[src/rtl/ravenoc_edge_term.sv]
// Edge-of-mesh terminator for a RaveNoC router port.
// Either ties the port off or sinks and monitors traffic.
module ravenoc_edge_term #(
  parameter int FLIT_WIDTH = 34,
  parameter int N_VC = 2,
  parameter int MODE = 1,
  parameter int CNT_WIDTH = 16,
  localparam int VC_W = (N_VC > 1) ? $clog2(N_VC) : 1
) (
  input  logic                  clk_noc,
  input  logic                  arst_noc,
  input  logic                  recv_valid,
  input  logic [VC_W-1:0]       recv_vc,
  input  logic [FLIT_WIDTH-1:0] recv_flit,
  output logic [N_VC-1:0]       recv_ready,
  output logic                  send_valid,
  output logic [VC_W-1:0]       send_vc,
  output logic [FLIT_WIDTH-1:0] send_flit,
  input  logic                  err_clr,
  input  logic                  cnt_clr,
  output logic                  err_irq,
  output logic [2:0]            err_code,
  output logic [CNT_WIDTH-1:0]  flit_cnt,
  output logic [CNT_WIDTH-1:0]  pkt_cnt,
  output logic [N_VC-1:0]       open_pkt,
  output logic [FLIT_WIDTH-1:0] last_flit
);

  localparam bit ACTIVE = (MODE != 0);

  typedef enum logic {
    IDLE   = 1'b0,
    IN_PKT = 1'b1
  } fsm_e;

  fsm_e st_q [N_VC];
  fsm_e st_d [N_VC];

  logic [CNT_WIDTH-1:0]  flit_cnt_q, flit_cnt_d;
  logic [CNT_WIDTH-1:0]  pkt_cnt_q, pkt_cnt_d;
  logic [2:0]            err_code_q, err_code_d;
  logic                  err_irq_q, err_irq_d;
  logic [FLIT_WIDTH-1:0] last_flit_q, last_flit_d;

  logic [31:0]     vc_ext;
  logic            vc_ok;
  logic            sel_rdy;
  logic            hs;
  logic            bad_vc;
  logic [1:0]      ftype;
  logic            is_head, is_body, is_tail, is_ht;
  logic [N_VC-1:0] frm_err_v;
  logic [N_VC-1:0] pkt_done_v;
  logic [2:0]      err_set;

  // Nothing is ever sent out of the mesh edge.
  assign send_valid = 1'b0;
  assign send_vc    = '0;
  assign send_flit  = '0;

  // Sink accepts on every VC whenever out of reset.
  always_comb begin
    recv_ready = '0;
    if (ACTIVE && arst_noc) begin
      recv_ready = '1;
    end
  end

  // Handshake qualification and flit-type decode.
  always_comb begin
    vc_ext  = 32'(recv_vc);
    vc_ok   = (vc_ext < 32'(N_VC));
    sel_rdy = 1'b0;
    for (int v = 0; v < N_VC; v++) begin
      if (vc_ext == 32'(v)) begin
        sel_rdy = recv_ready[v];
      end
    end
    hs      = recv_valid && vc_ok && sel_rdy;
    bad_vc  = ACTIVE && recv_valid && !vc_ok;
    ftype   = recv_flit[FLIT_WIDTH-1 -: 2];
    is_head = (ftype == 2'b00);
    is_body = (ftype == 2'b01);
    is_tail = (ftype == 2'b10);
    is_ht   = (ftype == 2'b11);
  end

  // Per-VC framing FSMs: next state, framing errors, packet ends.
  always_comb begin
    frm_err_v  = '0;
    pkt_done_v = '0;
    for (int v = 0; v < N_VC; v++) begin
      st_d[v] = st_q[v];
      if (hs && (vc_ext == 32'(v))) begin
        if (st_q[v] == IDLE) begin
          unique case (1'b1)
            is_head: st_d[v] = IN_PKT;
            is_ht:   pkt_done_v[v] = 1'b1;
            is_body,
            is_tail: frm_err_v[v] = 1'b1;
            default: st_d[v] = IDLE;
          endcase
        end else begin
          unique case (1'b1)
            is_body: st_d[v] = IN_PKT;
            is_tail: begin
              st_d[v]       = IDLE;
              pkt_done_v[v] = 1'b1;
            end
            is_head: frm_err_v[v] = 1'b1;
            is_ht: begin
              st_d[v]      = IDLE;
              frm_err_v[v] = 1'b1;
            end
            default: st_d[v] = IN_PKT;
          endcase
        end
      end
    end
  end

  // Counters, sticky errors and last-flit capture.
  always_comb begin
    flit_cnt_d = flit_cnt_q;
    pkt_cnt_d  = pkt_cnt_q;
    if (cnt_clr) begin
      flit_cnt_d = '0;
      pkt_cnt_d  = '0;
    end else begin
      if (hs && (flit_cnt_q != '1)) begin
        flit_cnt_d = flit_cnt_q + 1'b1;
      end
      if ((|pkt_done_v) && (pkt_cnt_q != '1)) begin
        pkt_cnt_d = pkt_cnt_q + 1'b1;
      end
    end
    err_set = {bad_vc, |frm_err_v, hs};
    if (err_clr) begin
      err_code_d = err_set;
    end else begin
      err_code_d = err_code_q | err_set;
    end
    err_irq_d   = |err_code_d;
    last_flit_d = last_flit_q;
    if (hs) begin
      last_flit_d = recv_flit;
    end
  end

  // State registers, cleared asynchronously.
  always_ff @(posedge clk_noc or negedge arst_noc) begin
    if (!arst_noc) begin
      for (int v = 0; v < N_VC; v++) begin
        st_q[v] <= IDLE;
      end
      flit_cnt_q  <= '0;
      pkt_cnt_q   <= '0;
      err_code_q  <= '0;
      err_irq_q   <= 1'b0;
      last_flit_q <= '0;
    end else begin
      for (int v = 0; v < N_VC; v++) begin
        st_q[v] <= st_d[v];
      end
      flit_cnt_q  <= flit_cnt_d;
      pkt_cnt_q   <= pkt_cnt_d;
      err_code_q  <= err_code_d;
      err_irq_q   <= err_irq_d;
      last_flit_q <= last_flit_d;
    end
  end

  // Status outputs.
  always_comb begin
    for (int v = 0; v < N_VC; v++) begin
      open_pkt[v] = (st_q[v] == IN_PKT);
    end
    flit_cnt  = flit_cnt_q;
    pkt_cnt   = pkt_cnt_q;
    err_code  = err_code_q;
    err_irq   = err_irq_q;
    last_flit = last_flit_q;
  end

endmodule

[config.mk]
export PLATFORM = sky130hd
export DESIGN_NAME = ravenoc_edge_term
export DESIGN_NICKNAME = d
export VERILOG_FILES = /design/src/rtl/ravenoc_edge_term.sv
export SDC_FILE = /design/constraint.sdc
export NUM_CORES = 1
export LEC_CHECK = 0
export ABC_AREA = 1
export CORE_MARGIN = 2
export CORE_UTILIZATION = 45
export DETAILED_ROUTE_END_ITERATION = 10
export PLACE_DENSITY = 0.82
export SETUP_SLACK_MARGIN = 0.2
export SYNTH_ARGS = -nofsm -noshare
export SYNTH_HDL_FRONTEND = slang
export SYNTH_SLANG_ARGS = --single-unit
[constraint.sdc]
create_clock -name clk_noc -period 1.84 [get_ports clk_noc]
set_input_delay 0.368 -clock clk_noc [delete_from_list [all_inputs] [get_ports clk_noc]]
set_output_delay 0.368 -clock clk_noc [all_outputs]
set_load 0.02 [all_outputs]
==> results of run 1 <==
cell families (layout without fill, tap and decap cells):
family          Yosys count  count (layout)  share of synthesized area [%]
simple gates            318             320                           34.3
buf+inv                  82             185                           11.9
flops                    72              72                           45.6
xor+xnor                 21              21                           4.66
compound gates           13              13                           1.87
fa+ha+maj                 5               5                           1.58
other cells               1              36                         0.0950
stage by stage:
step | total power, mW | hold WS, ns | setup slack [ns] | instance area (um^2) | util, %
floorplan | 2.35 | 0.0724 | 0.205 | 4080 | -
global placement | 2.74 | 0.419 | -0.209 | 5130 | 59.7
detailed placement | 2.77 | 0.426 | -0.289 | 5130 | 59.7
CTS | 3.98 | 0.0386 | 0.212 | 5300 | 61.7
global route | 4.15 | 0.0559 | 0.188 | 5360 | 62.4
finish | 3.95 | 0.0446 | 0.253 | 5360 | 62.4
metal layers:
layer	track usage (%)	vias to the layer above	routed length (um)
met5	0	-	0
met4	6.20	0	129
met3	7.91	12	850
met2	33.4	135	4600
met1	24.1	1690	3930
li1	-	1768	-
registers in the layout, summed over array words and instances (netlist names):
signal / cells
last_flit: 34
pkt_cnt: 16
err_irq: 1
err_code: 3
open_pkt: 2
flit_cnt: 16
cell type report:
type | count | share of cell area (%)
well taps | 108 | 2.52
clock inverters | 7 | 1.45
clock buffers | 9 | 2.31
flip-flops and latches | 72 | 33.7
multi-input cells | 395 | 34.8
inverters | 32 | 2.24
repair buffers | 137 | 23.0
path summary, 6_finish.rpt:
kind | slack, ns | cells after the start | endpoint
max | 0.25 | 2 | pkt_cnt[9]
min | 0.04 | 2 | last_flit[15]
max reg2reg | 0.26 | 10 | pkt_cnt[8]
min reg2reg | 0.48 | 2 | last_flit[18]
max in group asynchronous | 1.42 | 2 | pkt_cnt[1]
min in group clk_noc | 0.48 | 2 | last_flit[18]
placed cells by master (no fill, tap or decap), types with 3 or more instances in the layout:
master / n
clkbuf_8: 9
xor2_1: 16
dlygate4sd2_1: 73
ha_1: 3
a21oi_1: 3
dfrtp_2: 5
o21ai_0: 4
nand2_1: 229
inv_1: 30
nand4_1: 6
nor2_8: 3
nor2_4: 7
nand2_2: 5
nor2_1: 33
conb_1: 36
clkdlybuf4s50_1: 38
buf_4: 24
xnor2_1: 5
nor2_2: 5
dfrtp_1: 67
nand3_1: 25
power breakdown:
| group | internal [mW] | total, mW | switching (mW) | leakage (nW) |
|---|---|---|---|---|
| registers | 1.71 | 1.80 | 0.0889 | 0.932 |
| clock network | 0.638 | 1.28 | 0.643 | 0.100 |
| logic | 0.332 | 0.878 | 0.546 | 1.98 |
worst max-delay path, delay by kind of cell (launching register included):
kind,cells,cell delay [ns]
buffers and inverters,2,0.46
flip-flops,1,0.42
synthesized netlist by cell type (2+ instances only):
cell type / n
buf_4: 38
nand2_2: 3
a21oi_1: 3
buf_6: 2
clkbuf_1: 7
ha_1: 5
nor2_1: 37
o21ai_0: 4
nor3_1: 2
dfrtp_1: 72
nor2_8: 3
nand4_1: 6
inv_1: 31
nand3_1: 25
buf_2: 2
nor2_4: 4
o21ai_1: 2
nand2_1: 232
xnor2_1: 5
xor2_1: 16
nor2_2: 2
repair_timing:
action	4_1_cts	5_1_grt
hold buffers	0	0
endpoints found under the setup margin	89	32
buffers inserted	3	5
resized for setup	80	9
pin swaps	5	1
endpoints found under the hold margin	0	0
cloned	2	0
==> impl_metrics.json, run 1 <==
{
  "status": "finished, final reports clean",
  "synth_area_um2": 3950,
  "clock_path_buffers": 2,
  "drt_iter0_drc": 145,
  "post_drt_wl_per_cell_um": 12.5,
  "drc": 0,
  "root_buffer": "clkbuf_8",
  "slowest_delay_ns": 0.42,
  "die_x_um": 97.7,
  "overflow": 0,
  "via_count": 3605,
  "synth_top_area_share_pct": 45.6,
  "ys_warn_count": 0,
  "r2r_start": "pkt_cnt[1]",
  "synth_edf_count": 0,
  "hold_violations": 0,
  "p_per_area_nw_per_um2": 738,
  "grt_pass1_vias": 3423,
  "path_clk_slew_ns": 0.09,
  "wl_mm": 9.51,
  "critPathLaunchType": "register",
  "fin_setup_tns_ns": 0,
  "cap_violations": 0,
  "fmax_ghz": 0.630,
  "yosys.area.top_type": "dfrtp_1",
  "drive_gt1_share_pct": 11.2,
  "fin_crit_ns": 1.59,
  "grt_setup_unrepaired": "yes",
  "multi_input_area_um2": 1860,
  "synthArstFlopShare_pct": 100,
  "period_share_pct": 86.3,
  "worstSetupEndpointType": "output pin",
  "ioPinCount": 150,
  "drv_slew": 0,
  "grt_pass1_wl_mm": 15.7,
  "worst_pin_slew_ns": 0.502,
  "vias_per_cell": 4.74,
  "clock_skew_ns": 0.0135,
  "rows": 34,
  "core_area_um2": 8590,
  "grt_max_degree": 34,
  "netlist-cell-type-count": 32,
  "ys_ff_latch": 72,
  "cts_tree": "yes",
  "startpoint": "pkt_cnt[9]",
  "drt-pass1-iter-count": 4,
  "min_path_type": "primary input to async pin",
  "cts_buffers": 9,
  "die_area_um2": 9540,
  "regArea_um2": 1810,
  "vdd_drop_max_v": 0.000453,
  "synth_area_leaders": "dfrtp_1 46%, nand2_1 22%, buf_4 7.2%",
  "clk_latency_ns": 0.35,
  "cts-htree-levels": 3,
  "relSlewSlack_pct": 66.5,
  "n_fill_cell": 792,
  "dp_cells": 734,
  "synth_cells": 512,
  "grt_antenna_before_repair": 0,
  "dp_hpwl_mm": 6.96,
  "synth_ff_type": "dfrtp_1",
  "syn_avg_cell_area_um2": 7.71,
  "slowest_stage": "dfrtp_1",
  "critPathMaxFanout": 4,
  "initial_core_util_pct": 45.9,
  "crit_arrival_ns": 1.22,
  "ant_nets": 0,
  "required_ns": 1.47,
  "finalNonFillerCells": 760,
  "gp_congestion": 0.840,
  "crit_type": "register to output pin",
  "die_height_um": 97.7,
  "grt_usage_pct": 20.1,
  "yosysSeqAreaShare_pct": 45.6,
  "clock-sinks": 72,
  "diodes": 0,
  "setup_viol": 0,
  "port_buffers": 113,
  "synthToLayoutAreaGrowth_pct": 35.8,
  "power_leakage_nw": 3.01,
  "path_cells": "buf_4, dlygate4sd2_1",
  "layout.nets": 692
}
Note: power is estimated with default switching activity, not from simulation.
==> run 2, diff against run 1 <==
==> constraint.sdc (replaced) <==
create_clock -name clk_noc -period 1.9 [get_ports clk_noc]
set_input_delay 0.38 -clock clk_noc [delete_from_list [all_inputs] [get_ports clk_noc]]
set_output_delay 0.38 -clock clk_noc [all_outputs]
set_load 0.02 [all_outputs]
==> run 2 against run 1 <==
Power grew 0.68%. Non-clock buffer count down 2. Combinational power down 2%. Via count fell by 1.3%. Clock skew down 0.0043 ns.
==> impl_metrics.json, run 2 (same netlist as run 1, synthesis figures left out) <==
{
  "post_drt_wl_per_cell_um": 12.7,
  "clock_skew_ns": 0.00923,
  "cap_violations": 0,
  "required_ns": 1.52,
  "path_cells": "clkdlybuf4s50_1",
  "die_height_um": 97.7,
  "ant_nets": 0,
  "wl_met3_um": 815,
  "drt-pass1-iter-count": 4,
  "finalNonFillerCells": 757,
  "grt_pass1_wl_mm": 16.0,
  "drive_gt1_share_pct": 9.40,
  "drv_slew": 0,
  "crit_type": "register to output pin",
  "worstSetupEndpointType": "output pin",
  "largest_register_ffs": 34,
  "topRoutingLayerUsed": "met4",
  "layout.nets": 689,
  "via_count": 3559,
  "dp_cells": 731,
  "critPathMaxFanout": 2,
  "root_buffer": "clkbuf_8",
  "mostFrequentLayoutCells": "232 x nand2_1, 72 x dfrtp_1, 65 x dlygate4sd2_1, 40 x clkdlybuf4s50_1, 36 x conb_1",
  "wl_met1_mm": 4.00,
  "slowest_delay_ns": 0.60,
  "die_area_um2": 9540,
  "status": "finished, final reports clean",
  "cts_tree": "yes",
  "wl_mm": 9.61,
  "core_area_um2": 8590,
  "grt_max_degree": 37,
  "grt_usage_pct": 20.4,
  "fin_crit_ns": 1.66,
  "path_clk_slew_ns": 0.08,
  "fin_util_pct": 62.5,
  "grt_pass1_vias": 3528,
  "diodes": 0,
  "hold_violations": 0,
  "initial_core_util_pct": 45.9,
  "die_x_um": 97.7,
  "ioPinCount": 150,
  "drc": 0,
  "rows": 34,
  "dp_hpwl_mm": 7.06,
  "setup_viol": 0,
  "min_path_type": "primary input to async pin",
  "overflow": 0,
  "slowest_stage": "clkdlybuf4s50_1",
  "drt_iter0_drc": 114,
  "port_buffers": 113,
  "post-route-cell-area_um2": 5370,
  "cts_buffers": 9,
  "period_share_pct": 87.5,
  "cts-htree-levels": 3,
  "crit_arrival_ns": 1.28,
  "clk_latency_ns": 0.34,
  "grt_antenna_before_repair": 0,
  "power_leakage_nw": 3.08,
  "clock-sinks": 72,
  "crit_family": "buffers and inverters",
  "fmax_ghz": 0.601,
  "vdd_drop_max_v": 0.000535,
  "critPathLaunchType": "register",
  "p_per_area_nw_per_um2": 742,
  "gp_congestion": 0.870,
  "hold_ws_ns": 0.0753,
  "wl_met2_mm": 4.75,
  "vias_per_cell": 4.70,
  "cp.buffers_inverters": 1,
  "grt_setup_unrepaired": "no",
  "clock_path_buffers": 2,
  "place_area_um2": 5100,
  "synthToLayoutAreaGrowth_pct": 36.0,
  "final_common_cell": "nand2_1"
}
## run 2: worst paths after layout
check / slack [ns] / depth (start not counted) / endpoint / startpoint
worst max-delay path: 0.24 / 1 / last_flit[18] / last_flit[18]
worst min-delay path: 0.08 / 2 / last_flit[32] / arst_noc
worst max register to register: 0.28 / 10 / pkt_cnt[7] / pkt_cnt[0]
worst min register to register: 0.47 / 2 / last_flit[23] / last_flit[23]
max in group asynchronous: 1.51 / 2 / flit_cnt[12] / arst_noc
min in group clk_noc: 0.41 / 3 / last_flit[33] / recv_flit[33]
## run 2: what timing repair did
action	in CTS	in global routing
endpoints found under the setup margin	80	38
cloned	1	0
setup buffers	5	4
hold buffers	0	0
pin swaps	5	3
gates resized for setup	67	13
## run 2: layout make-up
| class | count | area [um^2] |
|---|---|---|
| clock buffer | 10 | 138 |
| inverter | 32 | 120 |
| fill | 770 | 3230 |
| clock inverter | 6 | 91.3 |
| timing repair buffer | 135 | 1250 |
| tap | 108 | 135 |
| sequential | 72 | 1800 |
| multi-input combinational | 394 | 1840 |
## run 2: power by group
part	leakage (nW)	switching [mW]	internal (mW)
registers	0.941	0.0817	1.65
logic	2.02	0.528	0.333
clock network	0.117	0.603	0.783
total	3.08	1.21	2.77
## run 2: through the flow
step | setup WS (ns) | total power [mW] | TNS, ns
5_1_grt | 0.187 | 4.16 | 0
4_1_cts | 0.201 | 4.01 | 0
3_5_place_dp | -0.216 | 2.68 | -3.05
6_report | 0.237 | 3.98 | 0
2_1_floorplan | 0.241 | 2.27 | 0
3_3_place_gp | -0.172 | 2.65 | -2.39
## run 2: layer usage
| layer | vias up | track usage [%] |
|---|---|---|
| met5 | - | 0 |
| met1 | 1674 | 23.9 |
| li1 | 1756 | - |
| met2 | 125 | 34.5 |
| met4 | 0 | 7.80 |
| met3 | 4 | 6.76 |
==> run 3, diff against run 2 <==
==> constraint.sdc (replaced) <==
create_clock -name clk_noc -period 1.9 [get_ports clk_noc]
set_input_delay 0.285 -clock clk_noc [delete_from_list [all_inputs] [get_ports clk_noc]]
set_output_delay 0.285 -clock clk_noc [all_outputs]
set_load 0.02 [all_outputs]
==> run 3 against run 2 <==
Maximum frequency rose by 2.2%. Die area did not move. Non-clock buffer count fell by 1. Worst setup slack improved by 0.036 ns. Clock skew rose by 0.0074 ns. Sequential share of layout area fell by 0.34 points. Final area rose by 1.0%. Critical path depth did not move. Critical endpoint is now last_flit[0].
==> impl_metrics.json, run 3 (same netlist as run 1, synthesis figures left out) <==
{
  "vdd_drop_max_v": 0.000478,
  "drt_iter0_drc": 145,
  "power_mw": 4.01,
  "grt_pass1_wl_mm": 15.9,
  "dp_hpwl_mm": 7.03,
  "setup_viol": 0,
  "die_height_um": 97.7,
  "largest_register_ffs": 34,
  "hold_violations": 0,
  "min_path_type": "primary input to async pin",
  "path_clk_slew_ns": 0.09,
  "vias_per_cell": 4.72,
  "layout.nets": 689,
  "multi_input_area_um2": 1870,
  "crit_arrival_ns": 1.34,
  "gp_congestion": 0.856,
  "status": "finished, final reports clean",
  "core_area_um2": 8590,
  "clock-sinks": 72,
  "critPathMaxFanout": 2,
  "rows": 34,
  "timing.final.ws_setup_ns": 0.273,
  "critPathLaunchType": "register",
  "slowest_delay_ns": 0.62,
  "period_share_pct": 85.6,
  "power_leakage_nw": 2.97,
  "overflow": 0,
  "slowest_stage": "clkdlybuf4s50_1",
  "crit_type": "register to output pin",
  "wl_mm": 9.64,
  "crit_family": "buffers and inverters",
  "fin_util_pct": 63.1,
  "path_cells": "clkdlybuf4s50_1",
  "worstSetupEndpointType": "output pin",
  "synthToLayoutAreaGrowth_pct": 37.4,
  "die_x_um": 97.7,
  "port_buffers": 113,
  "clock_skew_ns": 0.0167,
  "cap_violations": 0,
  "dp_cells": 730,
  "ant_nets": 0,
  "drv_slew": 0,
  "finalNonFillerCells": 757,
  "cp.buffers_inverters": 1,
  "p_per_area_nw_per_um2": 740,
  "mostFrequentLayoutCells": "231 x nand2_1, 78 x clkdlybuf4s50_1, 72 x dfrtp_1, 36 x conb_1, 34 x nor2_1",
  "clk_latency_ns": 0.35,
  "cts-htree-levels": 3,
  "via_count": 3575,
  "drc": 0,
  "regArea_um2": 1800,
  "grt_pass1_vias": 3496,
  "cts_tree": "yes",
  "grt_setup_unrepaired": "yes",
  "cts_buffers": 9,
  "required_ns": 1.62,
  "drt-pass1-iter-count": 4,
  "grt_antenna_before_repair": 0,
  "hold_ws_ns": 0.0445,
  "die_area_um2": 9540,
  "root_buffer": "clkbuf_8",
  "fmax_ghz": 0.615,
  "initial_core_util_pct": 45.9,
  "fin_setup_tns_ns": 0,
  "rrSetupSlack_ns": 0.32,
  "drive_gt1_share_pct": 10.0,
  "post-route-cell-area_um2": 5420,
  "post_drt_wl_per_cell_um": 12.7,
  "clock_path_buffers": 2,
  "n_fill_cell": 766,
  "dp_slack_ns": -0.109,
  "diodes": 0,
  "final_common_cell": "nand2_1",
  "place_area_um2": 5100,
  "grt_max_degree": 37,
  "ioPinCount": 150,
  "fin_crit_ns": 1.63,
  "grt_usage_pct": 20.5
}
-- run 3: report_power, final --
group | switching (mW) | leakage, nW | internal (mW) | total (mW)
registers | 0.0866 | 0.941 | 1.65 | 1.74
clock network | 0.602 | 0.107 | 0.747 | 1.35
logic | 0.530 | 1.92 | 0.397 | 0.927
total | 1.22 | 2.97 | 2.80 | 4.01
-- run 3: layer usage --
layer	GRT usage, %	up-vias	share of wire, %
met3	6.91	15	9.3
met1	23.6	1653	39
met5	0	-	0
met4	7.26	0	1.5
met2	35.4	145	50
li1	-	1762	-
-- run 3: area by class of cell --
class / count / area share (%)
Multi-Input combinational cell: 395 / 34.4
Clock buffer: 10 / 2.35
Clock inverter: 6 / 1.73
Sequential cell: 72 / 33.2
Inverter: 32 / 2.22
Timing Repair Buffer: 134 / 23.6
Tap cell: 108 / 2.49
-- run 3: what timing repair did --
item	in CTS	in global routing
cloned	0	2
pin swaps	1	7
hold endpoints to repair	13	0
resized for setup	29	19
setup endpoints to repair	37	36
hold buffers	1	0
buffers inserted	2	6
-- run 3: path summary, 6_finish.rpt --
| check | start | to | depth (start not counted) |
|---|---|---|---|
| max | last_flit[0] | last_flit[0] | 1 |
| min | arst_noc | err_code[0] | 2 |
| max reg2reg | pkt_cnt[1] | pkt_cnt[8] | 10 |
| min reg2reg | last_flit[17] | last_flit[17] | 2 |
| max in group asynchronous | arst_noc | flit_cnt[1] | 3 |
| min in group clk_noc | recv_flit[32] | last_flit[32] | 3 |
